$ cat config.mk
export PLATFORM = sky130hd
export DESIGN_NAME = llc_mem_line_bridge_flat
export DESIGN_NICKNAME = d
export VERILOG_FILES = /design/src/rtl/llc_mem_line_bridge_pkg.sv /design/src/rtl/llc_mem_line_bridge_if.sv /design/src/rtl/llc_mem_line_bridge_beat_ctr.sv /design/src/rtl/llc_mem_line_bridge.sv /design/src/flat_wrapper.sv
export SDC_FILE = /design/constraint.sdc
export NUM_CORES = 1
export LEC_CHECK = 0
export BUFFER_PORTS_ARGS = -buffer_cell sky130_fd_sc_hd__buf_2
export CORE_AREA = 8 8 275 277
export DETAILED_ROUTE_END_ITERATION = 6
export DIE_AREA = 0 0 283 285
export PLACE_DENSITY_LB_ADDON = 0.1
export SYNTH_ARGS = -nofsm -noshare
export SYNTH_HDL_FRONTEND = slang
export SYNTH_HIERARCHICAL = 1
export SYNTH_SLANG_ARGS = --single-unit
export TNS_END_PERCENT = 1
$ cat constraint.sdc
create_clock -name clk -period 4.5 [get_ports clk]
set_clock_uncertainty 0.15 [all_clocks]
set_input_delay 0.45 -clock clk [delete_from_list [all_inputs] [get_ports clk]]
set_output_delay 0.45 -clock clk [all_outputs]
set_load 0.005 [all_outputs]
$ cat src/rtl/llc_mem_line_bridge_pkg.sv
// Shared constants and types for the LLC memory-side line/word bridge.
// Line geometry is fixed here; every other file derives its widths from it.
package llc_mem_line_bridge_pkg;

    localparam int WORDS_PER_LINE = 4;
    localparam int BITS_PER_WORD  = 64;
    localparam int ADDR_BITS      = 32;
    localparam int WORD_BYTES     = BITS_PER_WORD / 8;
    localparam int WORD_SHIFT     = $clog2(WORD_BYTES);
    localparam int OFFSET_BITS    = $clog2(WORDS_PER_LINE * WORD_BYTES);
    localparam int LINE_ADDR_BITS = ADDR_BITS - OFFSET_BITS;
    localparam int IDX_BITS       = $clog2(WORDS_PER_LINE);
    localparam int CNT_BITS       = IDX_BITS + 1;

    typedef logic [LINE_ADDR_BITS-1:0]                    line_addr_t;
    typedef logic [ADDR_BITS-1:0]                         addr_t;
    typedef logic [BITS_PER_WORD-1:0]                     word_t;
    typedef logic [WORDS_PER_LINE-1:0][BITS_PER_WORD-1:0] line_t;
    typedef logic [2:0]                                   hsize_t;
    typedef logic [CNT_BITS-1:0]                          cnt_t;

    // Byte address of word idx inside the line at line address la.
    function automatic addr_t beat_addr(line_addr_t la, logic [IDX_BITS-1:0] idx);
        return {la, {OFFSET_BITS{1'b0}}} + (addr_t'(idx) << WORD_SHIFT);
    endfunction

endpackage

$ cat src/rtl/llc_mem_line_bridge_if.sv
// Bus bundle between the LLC memory channel, the bridge and the word memory port.
// slave = bridge side, master = LLC + memory environment side.
interface llc_mem_line_bridge_if;
    import llc_mem_line_bridge_pkg::*;

    logic       llc_mem_req_valid;
    logic       llc_mem_req_ready;
    logic       llc_mem_req_data_hwrite;
    hsize_t     llc_mem_req_data_hsize;
    logic [1:0] llc_mem_req_data_hprot;
    line_addr_t llc_mem_req_data_addr;
    line_t      llc_mem_req_data_line;

    logic       llc_mem_rsp_valid;
    logic       llc_mem_rsp_ready;
    line_t      llc_mem_rsp_data_line;

    logic       mem_word_req_valid;
    logic       mem_word_req_ready;
    logic       mem_word_req_we;
    addr_t      mem_word_req_addr;
    hsize_t     mem_word_req_hsize;
    logic       mem_word_req_hprot;
    word_t      mem_word_req_wdata;

    logic       mem_word_rsp_valid;
    logic       mem_word_rsp_ready;
    word_t      mem_word_rsp_rdata;

    modport slave (
        input  llc_mem_req_valid, llc_mem_req_data_hwrite, llc_mem_req_data_hsize,
               llc_mem_req_data_hprot, llc_mem_req_data_addr, llc_mem_req_data_line,
               llc_mem_rsp_ready, mem_word_req_ready, mem_word_rsp_valid, mem_word_rsp_rdata,
        output llc_mem_req_ready, llc_mem_rsp_valid, llc_mem_rsp_data_line,
               mem_word_req_valid, mem_word_req_we, mem_word_req_addr, mem_word_req_hsize,
               mem_word_req_hprot, mem_word_req_wdata, mem_word_rsp_ready
    );

    modport master (
        output llc_mem_req_valid, llc_mem_req_data_hwrite, llc_mem_req_data_hsize,
               llc_mem_req_data_hprot, llc_mem_req_data_addr, llc_mem_req_data_line,
               llc_mem_rsp_ready, mem_word_req_ready, mem_word_rsp_valid, mem_word_rsp_rdata,
        input  llc_mem_req_ready, llc_mem_rsp_valid, llc_mem_rsp_data_line,
               mem_word_req_valid, mem_word_req_we, mem_word_req_addr, mem_word_req_hsize,
               mem_word_req_hprot, mem_word_req_wdata, mem_word_rsp_ready
    );

endinterface

$ cat src/rtl/llc_mem_line_bridge_beat_ctr.sv
// Issue/receive beat counter pair for one line transaction.
// Both saturate at WORDS_PER_LINE so a stray increment can never wrap into a new beat.
module llc_mem_line_bridge_beat_ctr
    import llc_mem_line_bridge_pkg::*;
(
    input  logic clk,
    input  logic rst,
    input  logic clr,
    input  logic issue_inc,
    input  logic recv_inc,
    output cnt_t issued,
    output cnt_t received,
    output logic issue_last,
    output logic issue_done,
    output logic recv_last
);
    localparam cnt_t FULL = cnt_t'(WORDS_PER_LINE);
    localparam cnt_t LAST = cnt_t'(WORDS_PER_LINE - 1);

    cnt_t issued_q, issued_d;
    cnt_t received_q, received_d;

    always_comb begin
        issued_d   = issued_q;
        received_d = received_q;
        if (clr) begin
            issued_d   = '0;
            received_d = '0;
        end else begin
            if (issue_inc && issued_q != FULL) issued_d = issued_q + cnt_t'(1);
            if (recv_inc && received_q != FULL) received_d = received_q + cnt_t'(1);
        end
    end

    always_ff @(posedge clk) begin
        if (rst) begin
            issued_q   <= '0;
            received_q <= '0;
        end else begin
            issued_q   <= issued_d;
            received_q <= received_d;
        end
    end

    assign issued     = issued_q;
    assign received   = received_q;
    assign issue_last = (issued_q == LAST);
    assign issue_done = (issued_q == FULL);
    assign recv_last  = (received_q == LAST);

endmodule

$ cat src/rtl/llc_mem_line_bridge.sv
// Memory-side responder: splits LLC line reads/writebacks into word beats and
// reassembles read words into a line for the fill response.
module llc_mem_line_bridge
    import llc_mem_line_bridge_pkg::*;
(
    input  logic                  clk,
    input  logic                  rst,
    llc_mem_line_bridge_if.slave  bus,
    output logic                  busy
);
    typedef enum logic [1:0] {IDLE, RD, RD_RSP, WR} state_e;

    state_e     state_q, state_d;
    hsize_t     hsize_q, hsize_d;
    logic       hprot_q, hprot_d;
    line_addr_t addr_q, addr_d;
    line_t      line_q, line_d;

    logic req_acc, word_req_vld, issue_inc, recv_inc;
    logic issue_last, issue_done, recv_last;
    cnt_t issued, received;
    logic [IDX_BITS-1:0] issue_idx, recv_idx;

    assign issue_idx    = issued[IDX_BITS-1:0];
    assign recv_idx     = received[IDX_BITS-1:0];
    assign req_acc      = (state_q == IDLE) && bus.llc_mem_req_valid;
    assign word_req_vld = ((state_q == RD) && !issue_done) || (state_q == WR);
    assign issue_inc    = word_req_vld && bus.mem_word_req_ready;
    assign recv_inc     = (state_q == RD) && bus.mem_word_rsp_valid;

    llc_mem_line_bridge_beat_ctr u_beat_ctr (
        .clk        (clk),
        .rst        (rst),
        .clr        (req_acc),
        .issue_inc  (issue_inc),
        .recv_inc   (recv_inc),
        .issued     (issued),
        .received   (received),
        .issue_last (issue_last),
        .issue_done (issue_done),
        .recv_last  (recv_last)
    );

    always_comb begin
        state_d = state_q;
        hsize_d = hsize_q;
        hprot_d = hprot_q;
        addr_d  = addr_q;
        line_d  = line_q;
        unique case (state_q)
            IDLE: begin
                if (req_acc) begin
                    hsize_d = bus.llc_mem_req_data_hsize;
                    hprot_d = bus.llc_mem_req_data_hprot[0];
                    addr_d  = bus.llc_mem_req_data_addr;
                    // Reads start from a clean buffer so nothing from the last line leaks out.
                    line_d  = bus.llc_mem_req_data_hwrite ? bus.llc_mem_req_data_line : '0;
                    state_d = bus.llc_mem_req_data_hwrite ? WR : RD;
                end
            end
            RD: begin
                if (recv_inc) begin
                    line_d[recv_idx] = bus.mem_word_rsp_rdata;
                    if (recv_last) state_d = RD_RSP;
                end
            end
            RD_RSP: begin
                if (bus.llc_mem_rsp_ready) state_d = IDLE;
            end
            WR: begin
                if (issue_inc && issue_last) state_d = IDLE;
            end
            default: state_d = IDLE;
        endcase
    end

    always_ff @(posedge clk) begin
        if (rst) begin
            state_q <= IDLE;
            hsize_q <= '0;
            hprot_q <= 1'b0;
            addr_q  <= '0;
            line_q  <= '0;
        end else begin
            state_q <= state_d;
            hsize_q <= hsize_d;
            hprot_q <= hprot_d;
            addr_q  <= addr_d;
            line_q  <= line_d;
        end
    end

    assign bus.llc_mem_req_ready     = (state_q == IDLE);
    assign bus.llc_mem_rsp_valid     = (state_q == RD_RSP);
    assign bus.llc_mem_rsp_data_line = line_q;
    assign bus.mem_word_req_valid    = word_req_vld;
    assign bus.mem_word_req_we       = (state_q == WR);
    assign bus.mem_word_req_addr     = beat_addr(addr_q, issue_idx);
    assign bus.mem_word_req_hsize    = hsize_q;
    assign bus.mem_word_req_hprot    = hprot_q;
    // In RD this word is still zero: its response can only land after it was issued.
    assign bus.mem_word_req_wdata    = line_q[issue_idx];
    assign bus.mem_word_rsp_ready    = (state_q == RD);
    assign busy                      = (state_q != IDLE);

    // Memory returns words in order, never ahead of the matching request.
    always_ff @(posedge clk) begin
        if (!rst && recv_inc) assert (received < issued);
    end

endmodule

$ cat src/flat_wrapper.sv
// flat-port wrapper written by rule: the top's interface ports become plain ports
module llc_mem_line_bridge_flat import llc_mem_line_bridge_pkg::*;
  (clk, rst, busy, bus_llc_mem_req_valid, bus_llc_mem_req_data_hwrite, bus_llc_mem_req_data_hsize, bus_llc_mem_req_data_hprot, bus_llc_mem_req_data_addr, bus_llc_mem_req_data_line, bus_llc_mem_rsp_ready, bus_mem_word_req_ready, bus_mem_word_rsp_valid, bus_mem_word_rsp_rdata, bus_llc_mem_req_ready, bus_llc_mem_rsp_valid, bus_llc_mem_rsp_data_line, bus_mem_word_req_valid, bus_mem_word_req_we, bus_mem_word_req_addr, bus_mem_word_req_hsize, bus_mem_word_req_hprot, bus_mem_word_req_wdata, bus_mem_word_rsp_ready);
  llc_mem_line_bridge_if bus_i ();
  input  logic clk;
  input  logic rst;
  output logic busy;
  input wire logic [$bits(bus_i.llc_mem_req_valid)-1:0] bus_llc_mem_req_valid;
  input wire logic [$bits(bus_i.llc_mem_req_data_hwrite)-1:0] bus_llc_mem_req_data_hwrite;
  input wire logic [$bits(bus_i.llc_mem_req_data_hsize)-1:0] bus_llc_mem_req_data_hsize;
  input wire logic [$bits(bus_i.llc_mem_req_data_hprot)-1:0] bus_llc_mem_req_data_hprot;
  input wire logic [$bits(bus_i.llc_mem_req_data_addr)-1:0] bus_llc_mem_req_data_addr;
  input wire logic [$bits(bus_i.llc_mem_req_data_line)-1:0] bus_llc_mem_req_data_line;
  input wire logic [$bits(bus_i.llc_mem_rsp_ready)-1:0] bus_llc_mem_rsp_ready;
  input wire logic [$bits(bus_i.mem_word_req_ready)-1:0] bus_mem_word_req_ready;
  input wire logic [$bits(bus_i.mem_word_rsp_valid)-1:0] bus_mem_word_rsp_valid;
  input wire logic [$bits(bus_i.mem_word_rsp_rdata)-1:0] bus_mem_word_rsp_rdata;
  output wire logic [$bits(bus_i.llc_mem_req_ready)-1:0] bus_llc_mem_req_ready;
  output wire logic [$bits(bus_i.llc_mem_rsp_valid)-1:0] bus_llc_mem_rsp_valid;
  output wire logic [$bits(bus_i.llc_mem_rsp_data_line)-1:0] bus_llc_mem_rsp_data_line;
  output wire logic [$bits(bus_i.mem_word_req_valid)-1:0] bus_mem_word_req_valid;
  output wire logic [$bits(bus_i.mem_word_req_we)-1:0] bus_mem_word_req_we;
  output wire logic [$bits(bus_i.mem_word_req_addr)-1:0] bus_mem_word_req_addr;
  output wire logic [$bits(bus_i.mem_word_req_hsize)-1:0] bus_mem_word_req_hsize;
  output wire logic [$bits(bus_i.mem_word_req_hprot)-1:0] bus_mem_word_req_hprot;
  output wire logic [$bits(bus_i.mem_word_req_wdata)-1:0] bus_mem_word_req_wdata;
  output wire logic [$bits(bus_i.mem_word_rsp_ready)-1:0] bus_mem_word_rsp_ready;
  assign bus_i.llc_mem_req_valid = bus_llc_mem_req_valid;
  assign bus_i.llc_mem_req_data_hwrite = bus_llc_mem_req_data_hwrite;
  assign bus_i.llc_mem_req_data_hsize = bus_llc_mem_req_data_hsize;
  assign bus_i.llc_mem_req_data_hprot = bus_llc_mem_req_data_hprot;
  assign bus_i.llc_mem_req_data_addr = bus_llc_mem_req_data_addr;
  assign bus_i.llc_mem_req_data_line = bus_llc_mem_req_data_line;
  assign bus_i.llc_mem_rsp_ready = bus_llc_mem_rsp_ready;
  assign bus_i.mem_word_req_ready = bus_mem_word_req_ready;
  assign bus_i.mem_word_rsp_valid = bus_mem_word_rsp_valid;
  assign bus_i.mem_word_rsp_rdata = bus_mem_word_rsp_rdata;
  assign bus_llc_mem_req_ready = bus_i.llc_mem_req_ready;
  assign bus_llc_mem_rsp_valid = bus_i.llc_mem_rsp_valid;
  assign bus_llc_mem_rsp_data_line = bus_i.llc_mem_rsp_data_line;
  assign bus_mem_word_req_valid = bus_i.mem_word_req_valid;
  assign bus_mem_word_req_we = bus_i.mem_word_req_we;
  assign bus_mem_word_req_addr = bus_i.mem_word_req_addr;
  assign bus_mem_word_req_hsize = bus_i.mem_word_req_hsize;
  assign bus_mem_word_req_hprot = bus_i.mem_word_req_hprot;
  assign bus_mem_word_req_wdata = bus_i.mem_word_req_wdata;
  assign bus_mem_word_rsp_ready = bus_i.mem_word_rsp_ready;
  llc_mem_line_bridge u_core (.clk(clk), .rst(rst), .bus(bus_i), .busy(busy));
endmodule
==> reports/results.txt <==
Outcome: completed
# rows: 98
Crit. End Element: output pin
Htree depth: 2
WL met3: 5930 um
Maximum VDD drop: 0.198 mV
Tmin final: 3.12 ns
Final wirelength: 90300 um
PortBufs: 716
Commonest non-fill, non-tap cell in the layout: buf_2
FFs w/ async S/R, synth: 0
Critical Path RT: 3.90 ns
Core area: 71000 um2
CTS resizes: 0
GPL Wtd Cong: 0.859
Mapped Avg Cell Area: 9.64 um2
DR iter-0 viols: 1314
Routed Antenna Nets: 0
Post-synth EDFFs: 0
YS warnings: 6
Largest net degree at the start of global routing: 121
Xor and xnor fraction of the mapped netlist area: 0.00120
First-pass GRT wire length: 129000 um
Top routing layer used: met5
Fmax: 321 MHz
Final slew viol count: 0
Number of global-route vias before repair: 17200
Place WS: 1.72 ns
Startpoint Class: flip-flop
Num CTS Buffers: 39
Final hold violations: 0
Synth Instances: 1519
Simple-Gate Fraction of Synth Area: 0.0971
R2R Path Start: u_core/state_q[1]
Largest family of logic cells by synthesized area: compound AO/OA/AOI/OAI gates
WL met1: 36400 um
Mapped cell area: 14600 um2
Crit path to: bus_mem_word_req_wdata[60]
Die Wd: 283 um
CTS tree: done
Post-synthesis sequential area ratio: 0.403
Setup TNS: 0 ns
Synth Area in Compound Gates: 0.324
Clock Latency Late Sink: 0.55 ns
Met2 WL post-DR: 45300 um
First-pass DRT Iterations: 5
Reg2Reg Depth: 4
Global-route usage over all layers: 0.209
Most frequent cells in the layout: buf_2 (714), dfxtp_1 (293), nor2_1 (264)
Worst Path Class, Setup: reg -> out
R2R Path End: u_core/bus.llc_mem_rsp_data_line[113]
Max_cap viols: 0
Max Fanout on Critical Path: 26
Initial antenna violation count: 30
Root buffer selected by CTS: clkbuf_16
Top FF cell, synth: dfxtp_1
Share of cells above drive strength 1: 0.415
Post-synthesis adder-cell area fraction: 0.00513
Tcrit/Tclk final: 0.693
Register bit total from synthesis: 295
Area delta synth->final: 40.3%
Register Area: 5910 um2
Layout fillers: 7677
Vias per cell: 5.46
Worst setup margin: 1.38 ns
PwrDens: 386 nW/um2
Distinct cells, synth: 39
Layout net count: 2487
Worst EP arrival: 2.52 ns
Leak pwr: 8.41 nW
HP Class: in -> reg
Die area: 80700 um2
Initial Utilization: 0.206
Mux cell area share after synthesis: 0.0998
HPWL after DPL: 61100 um
Grt total ovfl: 0
TritonCTS Sinks: 295
Unrepaired setup endpoints after global routing: no
Slew @ Worst Pin: 1.16 ns
Hold Path Stages: 4
Setup-failing EPs final: 0
I/O pin count: 721
Setup crit start: u_core/u_beat_ctr/issued[1]
Maximum clock insertion buffer count: 3
Die Y: 285 um
Clock transition at path regs: 0.06 ns
DRC viols: 0
Worst reg2reg setup slack: 1.74 ns
Vias: 17100
Routed length per instance: 28.9 um
Multi-input gate area: 7820 um2
Slew margin rel.: 0.226
-- cell families after synthesis --
logic type / Yosys count
compound gates: 556
simple gates: 355
flops: 295
buf+inv: 238
mux: 66
fa+ha+maj: 6
xor+xnor: 2
other cells: 1
-- layer usage --
layer | global-route usage | up-vias
li1 | - | 7418
met1 | 0.254 | 8656
met2 | 0.361 | 822
met3 | 0.0445 | 140
met4 | 0.0760 | 14
met5 | 0 | -
-- cells in the mapped netlist (2+ instances only) --
cell type | count | area share
o21a_1 | 3 | 0.0015
a21oi_1 | 34 | 0.012
and4b_1 | 3 | 0.0021
buf_4 | 5 | 0.0026
nand2b_1 | 5 | 0.0021
buf_1 | 12 | 0.0031
mux2i_1 | 2 | 0.0014
inv_1 | 10 | 0.0026
buf_6 | 3 | 0.0023
dfxtp_1 | 295 | 0.40
clkbuf_1 | 140 | 0.036
buf_2 | 66 | 0.023
a32oi_1 | 256 | 0.15
a21boi_2 | 2 | 0.0015
a221oi_1 | 256 | 0.15
xnor2_1 | 2 | 0.0012
nand2_1 | 68 | 0.017
ha_1 | 6 | 0.0051
nor2_1 | 264 | 0.068
and4bb_2 | 3 | 0.0026
and2_1 | 3 | 0.0013
mux4_2 | 64 | 0.098
-- where the power goes --
group          internal (W)  switching (W)  total, W  leakage [nW]
clock               0.00171        0.00125   0.00296         0.574
sequential          0.00287       0.000255   0.00313          2.43
combinational      0.000806        0.00105   0.00185          5.40
-- stage by stage --
step	area, um2	total power, W	util	hold slack [ns]	std cells
2_1_floorplan	14700	0.00402	-	0.303	1521
6_report	20600	0.00794	0.290	0.135	3120
3_3_place_gp	19000	0.00501	0.268	0.292	2999
4_1_cts	20500	0.00807	0.289	0.0836	3097
5_1_grt	20600	0.00833	0.289	0.129	3118
3_5_place_dp	19000	0.00502	0.268	0.294	2999
-- layout make-up --
type	instances	area share
multi-input cells	988	0.380
flip-flops and latches	295	0.288
repair buffers	786	0.213
well taps	950	0.0578
clock buffers	59	0.0545
diodes	23	0.00280
inverters	12	0.00256
clock inverters	7	0.00189
-- registers in the layout, indices dropped and copies added (netlist names) --
signal and flops:
u_core/addr_q 27, u_core/bus.mem_word_req_hprot 1, u_core/bus.llc_mem_rsp_data_line 256, u_core/u_beat_ctr/received 3, u_core/bus.mem_word_req_hsize 3, u_core/state_q 2
u_core/u_beat_ctr/issued 3
-- repair_timing --
action	4_1_cts	5_1_grt
buffers inserted	0	0
hold buffers	32	0
endpoints found under the setup margin	0	0
endpoints found under the hold margin	32	0
-- worst max-delay path, stage by stage, from the launching register on --
cell and delay (ns):
dfxtp_4 0.56, buf_4 0.52, mux4_2 0.63, buf_2 0.16
-- how the worst min path moves through the flow --
| stage | from | end | slack [ns] |
|---|---|---|---|
| global placement | u_core/addr_q[7] | u_core/addr_q[7] | 0.29 |
| finish | bus_llc_mem_rsp_ready | u_core/state_q[1] | 0.14 |
| detailed placement | u_core/addr_q[17] | u_core/addr_q[17] | 0.29 |
| floorplan | u_core/addr_q[0] | u_core/addr_q[0] | 0.30 |
| CTS | bus_llc_mem_rsp_ready | u_core/state_q[1] | 0.08 |
| global route | bus_llc_mem_rsp_ready | u_core/state_q[1] | 0.13 |
No activity file was read; power rests on OpenSTA's default activity.
